$ cat config.mk
export PLATFORM = sky130hd
export DESIGN_NAME = seq_identifier
export DESIGN_NICKNAME = d
export VERILOG_FILES = /design/src/rtl/seq_identifier.sv
export SDC_FILE = /design/constraint.sdc
export NUM_CORES = 1
export LEC_CHECK = 0
export CAP_MARGIN = 15
export CORE_UTILIZATION = 59
export CTS_CLUSTER_DIAMETER = 120
export DETAILED_ROUTE_END_ITERATION = 16
export PLACE_DENSITY = 0.83
export SLEW_MARGIN = 20
export SYNTH_ARGS = -nofsm -noshare
export SYNTH_HDL_FRONTEND = slang
export SYNTH_SLANG_ARGS = --single-unit
export TNS_END_PERCENT = 20
$ cat constraint.sdc
create_clock -name clk -period 5 [get_ports clk]
set_clock_uncertainty 0.1 [all_clocks]
set_input_delay 0.75 -clock clk [delete_from_list [all_inputs] [get_ports clk]]
set_output_delay 0.75 -clock clk [all_outputs]
set_load 0.02 [all_outputs]
$ cat src/rtl/seq_identifier.sv
// seq_identifier: identifies which of eight mod-256 generator sequences produced an 8-bit sample stream
module seq_identifier #(
  parameter int MIN_SAMPLES = 4
) (
  input  logic       clk,
  input  logic       reset,
  input  logic       sample_valid,
  input  logic [7:0] sample,
  input  logic       clear,
  output logic [7:0] match_mask,
  output logic [2:0] seq_id,
  output logic       locked,
  output logic       no_match,
  output logic [7:0] sample_count
);
  logic [7:0] sq_n, sq_sq, e3, tr_t, tr_k, fb_a, fb_b, pl_a, pl_b;
  logic [7:0] lc_a, lc_b, pd_a, pd_b, pd_c, sy_a, sy_b;
  logic [7:0] hits, next_mask;
  logic       restart;
  assign restart   = reset | clear;
  assign sq_sq     = sq_n * sq_n;
  assign hits      = {sample == sy_a, sample == pd_a, sample == lc_a, sample == pl_a,
                      sample == fb_a, sample == tr_t, sample == e3, sample == sq_sq};
  assign next_mask = match_mask & hits;
  assign locked    = (match_mask != 8'd0) && ((match_mask & (match_mask - 8'd1)) == 8'd0) &&
                     (sample_count >= 8'(MIN_SAMPLES));
  // seq_id picks the lowest surviving candidate, 0 when none survive
  always_comb begin
    seq_id = 3'd0;
    for (int i = 7; i >= 0; i--) if (match_mask[i]) seq_id = 3'(i);
  end
  // all reference models step on every accepted sample, eliminated or not
  always_ff @(posedge clk) begin
    if (restart) begin
      sq_n <= 8'd0;
      e3   <= 8'd1;
      tr_t <= 8'd0;
      tr_k <= 8'd1;
      fb_a <= 8'd1;
      fb_b <= 8'd1;
      pl_a <= 8'd0;
      pl_b <= 8'd1;
      lc_a <= 8'd2;
      lc_b <= 8'd1;
      pd_a <= 8'd1;
      pd_b <= 8'd1;
      pd_c <= 8'd1;
      sy_a <= 8'd2;
      sy_b <= 8'd3;
    end else if (sample_valid) begin
      sq_n <= sq_n + 8'd1;
      e3   <= e3 + e3 + e3;
      tr_t <= tr_t + tr_k;
      tr_k <= tr_k + 8'd1;
      fb_a <= fb_b;
      fb_b <= fb_a + fb_b;
      pl_a <= pl_b;
      pl_b <= pl_b + pl_b + pl_a;
      lc_a <= lc_b;
      lc_b <= lc_a + lc_b;
      pd_a <= pd_b;
      pd_b <= pd_c;
      pd_c <= pd_a + pd_b;
      sy_a <= sy_b;
      sy_b <= sy_b * (sy_b - 8'd1) + 8'd1;
    end
  end
  // candidate elimination, sticky no-match and saturating sample counter
  always_ff @(posedge clk) begin
    if (restart) begin
      match_mask   <= 8'hFF;
      no_match     <= 1'b0;
      sample_count <= 8'd0;
    end else if (sample_valid) begin
      match_mask   <= next_mask;
      no_match     <= no_match | (next_mask == 8'd0);
      sample_count <= sample_count + {7'd0, sample_count != 8'hFF};
    end
  end
endmodule

======== Word-level counts from Yosys, hierarchy flattened ========
Index checks and enable logic that the tools add are counted.
W data, S select, Z words.
storage, ports and cells
  output and inout port bits .............. 21
  flip-flop bits (word level) ............. 137
  word-level logic and storage cells ...... 61
  bits of input ports ..................... 12
cells by class
  add/subtract/negate cells ............... 14
  order comparisons ....................... 1
  reductions and logical operators ........ 5
  bitwise gates (word level) .............. 4
  eq/ne operators ......................... 9
  $mul .................................... 2
  mux-type cells .......................... 8
operators with widths
  cell                   number
  $add A8 B8 Y8          8
  $eq A8 B8 Y1           8
  $add A8 B1 Y8 const B  3
  $mux W3                8
  $and A8 B8 Y8          2
  $logic_not A8 Y1       2
  $mul A8 B8 Y8          2
  $sub A8 B1 Y8 const B  2
  $add A8 B1 Y8          1
  $ge A8 B3 Y1 const B   1
  $ne A8 B8 Y1 const B   1
  $reduce_bool A8 Y1     1
  $logic_and A1 B1 Y1    2
  $or A1 B1 Y1           2

======== Longest topological paths before layout ========
Gate-level depths: netlist of run 1.
  depth in word-level cells ............... 8
  mapped depth ............................ 17
  depth with buffers taken out ............ 16

======== Worst setup path after synthesis of run 1 ========
No wires, ideal clock.
  kind .................................... reg2reg
  start point ............................. register sy_b[3]
  end point ............................... register sy_b[7]
  slack ................................... 1326 ps
  stages on the path, launching flop included .. 15
  buffers on the path ..................... 0
  library setup time ...................... 128 ps
  clock period less this slack ............ 3674 ps
  required time ........................... 4772 ps
  arrival ................................. 3447 ps
  cells stage by stage .................... dfxtp_1 > inv_1 > fa_1 > inv_1 > ha_1 > inv_1 > fa_1 > fa_1 > inv_1 > ha_1 > a21oi_1 > xnor3_1 > nand2_1 > xor2_1 > nor2_1
between the ends
  word-level cells in the longest chain between the ends .. 3
ends and longest elaborated chain
  item                    RTL line  RTL
  from (decl)             17        logic [7:0] lc_a, lc_b, pd_a, pd_b, pd_c, sy_a, sy_b;
  from (signal assigned)  65        sy_b <= sy_b * (sy_b - 8'd1) + 8'd1;
  $sub A8 B1 Y8           65
  $mul A8 B8 Y8 (*)       65
  $add A8 B1 Y8 (*)       65
Mark *: on every way between the ends. The rest lies on a longest branch, timed or not.
A chain may end at the register's enable or synchronous reset.

======== Final worst setup path of run 1 ========
Ends and elaborated chain as after synthesis.

==> impl_metrics.ini, run 1 <==
[run_status]
status = finished, final reports clean

[clock_network]
ctsHoldBuffers = 0
insertion_delay_ps = 430
root_buffer = clkbuf_16
cts_buffers = 17
tritoncts = built
cts_max_level = 4
path_clk_slew_ps = 60
clockBufferDepth = 2
post_cts_buffers = 0
cts_resized = 0
cts_sinks = 132

[floorplanning]
num_rows = 42
die_y_um = 120
io_pins = 33
die_w_um = 120
dieArea_um2 = 14500
core_um2 = 13500
start_util_pct = 61.5

[place]
place_inst = 1096
dp_hpwl_um = 11700
numPortBuffers = 32
place.gp.congestion = 0.854

[power]
vdd_drop_max_mv = 0.255
power_density_nw_per_um2 = 272
leakage_uw = 0.00393
finalPower_uw = 2510

[worst_setup_path]
crit_fanout = 9
end_kind = register
critPathKind = reg2reg
worstReg2RegStart = sy_b[3]$_SDFFE_PP0P_
reg2reg_slack_ps = 1010
crit_arrival_ps = 4190
reg2reg_to = sy_b[7]$_SDFFE_PP0P_
reg2reg_depth = 14
cp_data_required_time_ps = 5200
critPathLaunchType = register

[yosys]
synth_cells = 929
synth_compound_area_share_pct = 8.77
ys_seq_elements = 132
avgSynthCellArea_um2 = 8.91
synth_area_leader_cell = dfxtp_1
synthArstFlopShare_pct = 0
synth.distinct_cells = 53
synth_top_family_by_area = simple AND/OR/NAND/NOR gates
yosysWarningCount = 0
synthMuxAreaShare_pct = 8.59
synth_area_leaders = dfxtp_1, ha_1, mux2i_1
synth_edf_count = 0
synth_ff_type = dfxtp_1
netlist.area_leader.share_pct = 31.9
ys_seq_area_share_pct = 31.9
yosys.area_share.simple_pct = 16.9
synth_xor_area_share_pct = 12.3
synth_area_um2 = 8270
synth_fa_ha_area_share_pct = 15.9

[min_path]
holdPathStages = 2
min_path_type = reg2reg
holdPathEnd = e3[7]$_SDFFE_PP0P_
hold_path.startpoint = e3[7]$_SDFFE_PP0P_

[grt]
top_usage_layer = met2
grt_pass1_vias = 6058
grt-ovfl-total = 0
grt.met2_usage_pct = 43.0
grtUsageMet3_pct = 5.75
grt_pass1_wl_um = 29000
antenna_found_initial = 0
use_met1_pct = 32.6
grt.total_usage_pct = 25.5
grt_start_max_net_pins = 85

[finish]
final_nets = 1044
fill_cells = 1082
stdcell_count = 1128
area_growth_pct = 11.3
drive_gt1_share_pct = 4.73
mostFrequentLayoutCells = dfxtp_1, nor2_1, xnor2_1
layout_commonest_cell = dfxtp_1
diodes = 0

[sta]
finalSetupViolations = 0
max-slew-margin-rel_pct = 34.1
rsz0062_at_grt = false
hold_viol_final = 0
max_freq_mhz = 251
layout_worst_path_cycle_share_pct = 79.7
tns_ps = 0
slew_violations = 0
min_period_ps = 3990
worstMarginPinSlew_ps = 989

[detailed_routing]
wl_um = 17500
wl_per_cell_um = 15.5
vias = 6395
dr.pass1.iters = 5
ant_nets = 0
first_iter_violations = 390
viasPerCell = 5.67
drc_errors = 0

[job]
cap_violations = 0
-- cell usage after synthesis (4+ instances only) --
cell	count
clkbuf_1	21
dfxtp_1	132
a21oi_1	39
nor2_1	120
nand3_1	31
o21ai_1	6
or3_1	11
a211oi_1	9
o211ai_1	5
xnor2_1	75
a211o_1	5
nor3_1	26
buf_4	5
nand2_1	40
o21a_1	10
o21ai_0	17
nor4_1	8
a21boi_0	5
ha_1	74
fa_1	19
xor2_1	39
buf_2	15
and3_1	5
mux2i_1	71
nand4_1	16
and2_1	6
inv_1	62
nor2b_1	13
nor3b_1	9
a21o_1	5
buf_1	4
-- final cells by class --
cell class | count | area [um2] | share of cell area, %
multi-input combinational | 689 | 5190 | 56.3
clock inverter | 9 | 76.3 | 0.829
timing repair buffer | 36 | 348 | 3.78
clock buffer | 23 | 498 | 5.41
sequential | 132 | 2640 | 28.7
inverter | 63 | 236 | 2.57
tap | 176 | 220 | 2.39
-- through the flow --
stage	util [%]	setup WS, ps	hold slack, ps	cell area (um2)
after global placement	64.2	1210	351	8630
after detailed placement	64.2	1020	372	8630
after global routing	68.4	834	407	9210
final	68.4	1010	387	9210
after CTS	68.4	994	386	9210
after floorplan	-	1330	341	8280
-- how the worst max path moves through the flow --
stage | startpoint | depth (start not counted) | slack, ps | end
final | sy_b[3]$_SDFFE_PP0P_ | 14 | 1010 | sy_b[7]$_SDFFE_PP0P_
after CTS | sy_b[3]$_SDFFE_PP0P_ | 14 | 990 | sy_b[7]$_SDFFE_PP0P_
after floorplan | sy_b[3]$_SDFFE_PP0P_ | 14 | 1330 | sy_b[7]$_SDFFE_PP0P_
after global placement | sy_b[3]$_SDFFE_PP0P_ | 14 | 1210 | sy_b[7]$_SDFFE_PP0P_
after detailed placement | sy_b[3]$_SDFFE_PP0P_ | 14 | 1020 | sy_b[7]$_SDFFE_PP0P_
after global routing | sy_b[3]$_SDFFE_PP0P_ | 14 | 830 | sy_b[7]$_SDFFE_PP0P_
-- cell families (layout without fill, tap and decap cells) --
group | after synthesis | count (layout)
compound gates | 113 | 113
xor+xnor | 115 | 115
fa+ha+maj | 94 | 94
buf+inv | 109 | 131
flops | 132 | 132
mux | 71 | 71
other cells | 1 | 2
simple gates | 294 | 294
-- flip-flops by register name, indices dropped and copies added (netlist names), 8 cells and up --
name and count:
tr_k 8, pl_b 8, pd_c 8, fb_b 8
lc_a 8, fb_a 8, tr_t 8, sample_count 8
pd_b 8, pd_a 8, match_mask 8, lc_b 8
pl_a 8
-- report_power, final --
| group | total (uW) | switching, uW | internal (uW) |
|---|---|---|---|
| sequential | 1090 | 24.2 | 1070 |
| clock | 1200 | 459 | 744 |
| combinational | 212 | 126 | 86.7 |
| total | 2510 | 608 | 1900 |
-- metal layers --
| metal | part of all wire (%) | up-vias | wire [um] |
|---|---|---|---|
| met5 | 0 | - | 0 |
| met1 | 45 | 3063 | 7930 |
| met4 | 1.3 | 0 | 227 |
| li1 | - | 3176 | - |
| met2 | 48 | 132 | 8380 |
| met3 | 5.3 | 24 | 934 |
-- worst max-delay path, stage by stage, from the launching register on --
cell	delay, ps
dfxtp_1	510
inv_1	160
fa_1	550
inv_1	40
ha_1	260
inv_1	50
fa_1	510
fa_1	550
inv_1	40
ha_1	310
a21oi_1	170
xnor3_1	230
nand2_1	100
xor2_1	200
nor2_1	60
Power figures use the tool's default switching activity.
==> run 2, diff against run 1 <==
- clock period: 5 -> 4 ns (I/O delays scaled with it)
==> impl_metrics.ini, run 2 (synthesis gave the netlist of run 1 again) <==
[clock_network]
root_buffer = clkbuf_16
cts_sinks = 132
tritoncts = built
cts_max_level = 4
path_clk_slew_ps = 50
insertion_delay_ps = 430
ctsHoldBuffers = 0
cts_buffers = 17
clockBufferDepth = 2

[worst_setup_path]
worstReg2RegStart = sq_n[4]$_SDFFE_PP0P_
reg2reg_slack_ps = 250
path_buf_inv = 3
cp_data_required_time_ps = 4220
crit_fanout = 5
crit_arrival_ps = 3970
reg2reg_depth = 16
critPathKind = reg2reg
crit_slowest_cell = fa_1
max_stage_delay_ps = 530
critPathLaunchType = register
end_kind = register
cp_cell_sequence = and2_1 -> xnor2_1 -> ha_1 -> a21oi_1 -> fa_1 -> inv_1 -> ha_1 -> inv_1 -> fa_1 -> inv_1 -> ha_1 -> xnor2_1 -> nand4_1 -> nor4b_2 -> nand3_1 -> a32o_1
crit_family = adder cells
reg2reg_to = no_match$_SDFFE_PP0P_

[sta]
rsz0062_at_grt = false
finalSetupViolations = 0
layout_worst_path_cycle_share_pct = 93.9
tns_ps = 0
worstMarginPinSlew_ps = 841
min_period_ps = 3750
hold_viol_final = 0
max-slew-margin-rel_pct = 43.8
max_freq_mhz = 266
slew_violations = 0

[finish]
mostFrequentLayoutCells = dfxtp_1, nor2_1, xnor2_1
area_growth_pct = 13.1
multi_input_area_um2 = 5190
fill_cells = 1061
diodes = 0
register_area_um2 = 2650
final_nets = 1054
drive_gt1_share_pct = 5.93
layout_commonest_cell = dfxtp_1

[power]
power_frac_seq_pct = 41.5
internal_power_uw = 2530
finalPower_uw = 3280
vdd_drop_max_mv = 0.307
leakage_uw = 0.00400
clkPwrFrac_pct = 50.1
power_density_nw_per_um2 = 351
p_sw_uw = 758
sw_frac_of_total_pct = 23.1
p_comb_share_pct = 8.4

[floorplanning]
dieArea_um2 = 14500
die_y_um = 120
die_w_um = 120
core_um2 = 13500
num_rows = 42
start_util_pct = 61.5
io_pins = 33

[grt]
grt_start_max_net_pins = 64
grt_pass1_vias = 6388
antenna_found_initial = 0
grt.total_usage_pct = 26.8
grt-ovfl-total = 0
grt_pass1_wl_um = 30300

[job]
cap_violations = 0

[detailed_routing]
vias = 6434
wl_um = 18000
ant_nets = 0
wl_per_cell_um = 15.8
viasPerCell = 5.65
dr.pass1.iters = 7
first_iter_violations = 355
drc_errors = 0

[run_status]
status = finished, final reports clean

[min_path]
holdPathStages = 2
hold_path.startpoint = pd_c[0]$_SDFFE_PP1P_
holdPathEnd = pd_c[0]$_SDFFE_PP1P_
min_path_type = reg2reg

[place]
numPortBuffers = 32
place.gp.congestion = 0.886
dp_hpwl_um = 12000
## run 2: cell count changes in the layout (fill, tap and decap cells not counted)
cell        change
clkinvlp_4      +1
dfxtp_2         +2
clkinv_2        -3
clkinv_4        -1
buf_12          +1
buf_4           +9
dfxtp_1         -2
bufinv_16       +2
clkbuf_8        +1
## run 2: worst max path at each step
| stage | start | end | cells past startpoint |
|---|---|---|---|
| floorplan | sy_b[3]$_SDFFE_PP0P_ | sy_b[7]$_SDFFE_PP0P_ | 14 |
| finish | sq_n[4]$_SDFFE_PP0P_ | no_match$_SDFFE_PP0P_ | 16 |
| global route | sq_n[4]$_SDFFE_PP0P_ | no_match$_SDFFE_PP0P_ | 16 |
| detailed placement | sy_b[4]$_SDFFE_PP0P_ | sy_b[7]$_SDFFE_PP0P_ | 14 |
| global placement | sy_b[4]$_SDFFE_PP0P_ | sy_b[7]$_SDFFE_PP0P_ | 14 |
| CTS | sy_b[4]$_SDFFE_PP0P_ | sy_b[7]$_SDFFE_PP0P_ | 14 |
## run 2: what timing repair did
action / CTS / global route
gates resized for setup: 0 / 2
setup endpoints to repair: 0 / 2
buffers inserted: 0 / 0
## run 2: power groups by stage
stage	registers (uW)	clock network (uW)	logic (uW)
final	1360	1640	277
after global placement	1390	0	266
after detailed placement	1390	0	273
after floorplan	1390	0	196
after global routing	1370	1720	305
after CTS	1360	1660	277
## run 2: final cells by class
class,count,share of cell area (%)
multi-input cells,689,55.4
flip-flops and latches,132,28.3
clock buffers,24,5.47
repair buffers,46,4.65
inverters,63,2.53
well taps,176,2.35
clock inverters,8,1.28
## run 2: worst reg2reg max path: stages (launching register included)
cell	delay, ps
dfxtp_2	340
and2_1	180
xnor2_1	180
ha_1	180
a21oi_1	50
fa_1	480
inv_1	40
ha_1	270
inv_1	50
fa_1	530
inv_1	40
ha_1	320
xnor2_1	180
nand4_1	110
nor4b_2	220
nand3_1	140
a32o_1	240
## run 2: layer usage
| layer | GRT usage, % | share of wire [%] | routed length, um |
|---|---|---|---|
| met2 | 45.9 | 48 | 8710 |
| met1 | 32.6 | 44 | 7960 |
| met4 | 9.57 | 1.9 | 348 |
| met3 | 6.51 | 5.4 | 966 |
| met5 | 0 | 0 | 0 |
## run 2: stage by stage
stage / instance area [um2] / hold WS, ps / utilization, % / setup WS, ps / instances
detailed placement: 8720 / 360 / 64.8 / 180 / 1106
global route: 9360 / 412 / 69.5 / 5.87 / 1138
floorplan: 8280 / 341 / - / 326 / 930
global placement: 8720 / 355 / 64.8 / 302 / 1106
CTS: 9350 / 377 / 69.5 / 128 / 1138
finish: 9360 / 374 / 69.5 / 246 / 1138
==> run 3, diff against run 2 <==
- CORE_UTILIZATION: 59 -> 60
- PLACE_DENSITY: 0.83 -> 0.84
==> impl_metrics.ini, run 3 (synthesis gave the netlist of run 1 again) <==
[power]
leakage_uw = 0.00403
power_density_nw_per_um2 = 360
vdd_drop_max_mv = 0.293

[floorplanning]
num_rows = 42
die_w_um = 119
io_pins = 33
core_um2 = 13300
die_y_um = 119
dieArea_um2 = 14300
start_util_pct = 62.0

[worst_setup_path]
critPathLaunchType = register
max_stage_delay_ps = 550
critPathKind = reg2reg
crit_arrival_ps = 3980
crit_slowest_cell = fa_1
crit_fanout = 9
cp_data_required_time_ps = 4190
path_buf_inv = 3
cp_cell_sequence = nand2_1 -> fa_1 -> inv_1 -> ha_1 -> inv_1 -> fa_1 -> fa_1 -> inv_1 -> ha_1 -> a21oi_1 -> xnor3_1 -> nand2_1 -> xor2_1 -> nor2_1
end_kind = register
crit_family = adder cells

[clock_network]
clockBufferDepth = 2
cts_buffers = 17
path_clk_slew_ps = 60
cts_sinks = 132
root_buffer = clkbuf_16
cts_max_level = 4
tritoncts = built
insertion_delay_ps = 420
ctsHoldBuffers = 0

[finish]
fill_cells = 1037
drive_gt1_share_pct = 6.13
diodes = 0
final_nets = 1055
post-route-util_pct = 70.3
layout_commonest_cell = dfxtp_1
area_growth_pct = 13.4
final_cell_area_um2 = 9380
mostFrequentLayoutCells = dfxtp_1, nor2_1, xnor2_1

[sta]
hold_viol_final = 0
max-slew-margin-rel_pct = 43.3
finalSetupViolations = 0
max_freq_mhz = 264
min_period_ps = 3790
layout_worst_path_cycle_share_pct = 94.6
tns_ps = 0
worstMarginPinSlew_ps = 849
rsz0062_at_grt = false
slew_violations = 0

[detailed_routing]
wl_um = 18000
first_iter_violations = 528
wl_per_cell_um = 15.8
drc_errors = 0
ant_nets = 0
dr.pass1.iters = 5
vias = 6491
viasPerCell = 5.70

[place]
dp_hpwl_um = 12100
dpl_cell_area_um2 = 8720
place.gp.congestion = 0.850
numPortBuffers = 32

[grt]
antenna_found_initial = 0
use_met1_pct = 34.3
grt.met2_usage_pct = 45.1
grt.total_usage_pct = 27.2
grt_pass1_vias = 6442
grt_start_max_net_pins = 50
grt_pass1_wl_um = 30700
top_usage_layer = met2
grt-ovfl-total = 0
grtUsageMet3_pct = 6.08

[job]
cap_violations = 0

[min_path]
min_path_type = reg2reg

[run_status]
status = finished, final reports clean
run 3: where the power goes:
group | internal (uW) | leakage, uW | switching [uW]
logic | 114 | 0.00263 | 163
clock network | 1170 | 0.000330 | 567
registers | 1340 | 0.00107 | 28.1
total | 2620 | 0.00403 | 758
run 3: cell type report:
type | count | area (um2) | area share, %
Clock buffer | 22 | 484 | 5.16
Timing Repair Buffer | 47 | 430 | 4.59
Multi-Input combinational cell | 689 | 5190 | 55.3
Sequential cell | 132 | 2650 | 28.2
Clock inverter | 10 | 175 | 1.87
Tap cell | 176 | 220 | 2.35
Inverter | 63 | 236 | 2.52
run 3: repair_timing:
action                     in CTS  in global routing
resized for setup               0                  3
setup endpoints to repair       0                  2
setup buffers                   0                  0
hold endpoints to repair        0                  0
run 3: path summary, 6_finish.rpt:
path,startpoint,slack (ps),endpoint,cells past startpoint
worst max-delay path,sy_b[4]$_SDFFE_PP0P_,210,sy_b[7]$_SDFFE_PP0P_,14
worst min-delay path,sq_n[6]$_SDFFE_PP0P_,380,sq_n[6]$_SDFFE_PP0P_,2
worst max register to register,sy_b[4]$_SDFFE_PP0P_,210,sy_b[7]$_SDFFE_PP0P_,14
worst min register to register,sq_n[6]$_SDFFE_PP0P_,380,sq_n[6]$_SDFFE_PP0P_,2
run 3: metrics by stage:
stage | total power (uW) | hold slack (ps) | worst slack, ps | std cells
CTS | 3390 | 378 | 89.3 | 1139
global placement | 1650 | 350 | 304 | 1107
finish | 3380 | 383 | 214 | 1139
floorplan | 1590 | 341 | 326 | 930
detailed placement | 1660 | 364 | 118 | 1107
global route | 3480 | 405 | 14.9 | 1139
run 3: tightest hold or removal path, delay by kind of cell (launching register included):
kind / cells / cell delay, ps
AOI/OAI and AO/OA: 2 / 130
DFF: 1 / 310
run 3: routing by layer:
metal  vias to the layer above  routed length (um)
met4                         0                 490
li1                       3208                   -
met1                      3076                7930
met5                         -                   0
met2                       164                8620
met3                        43                1010
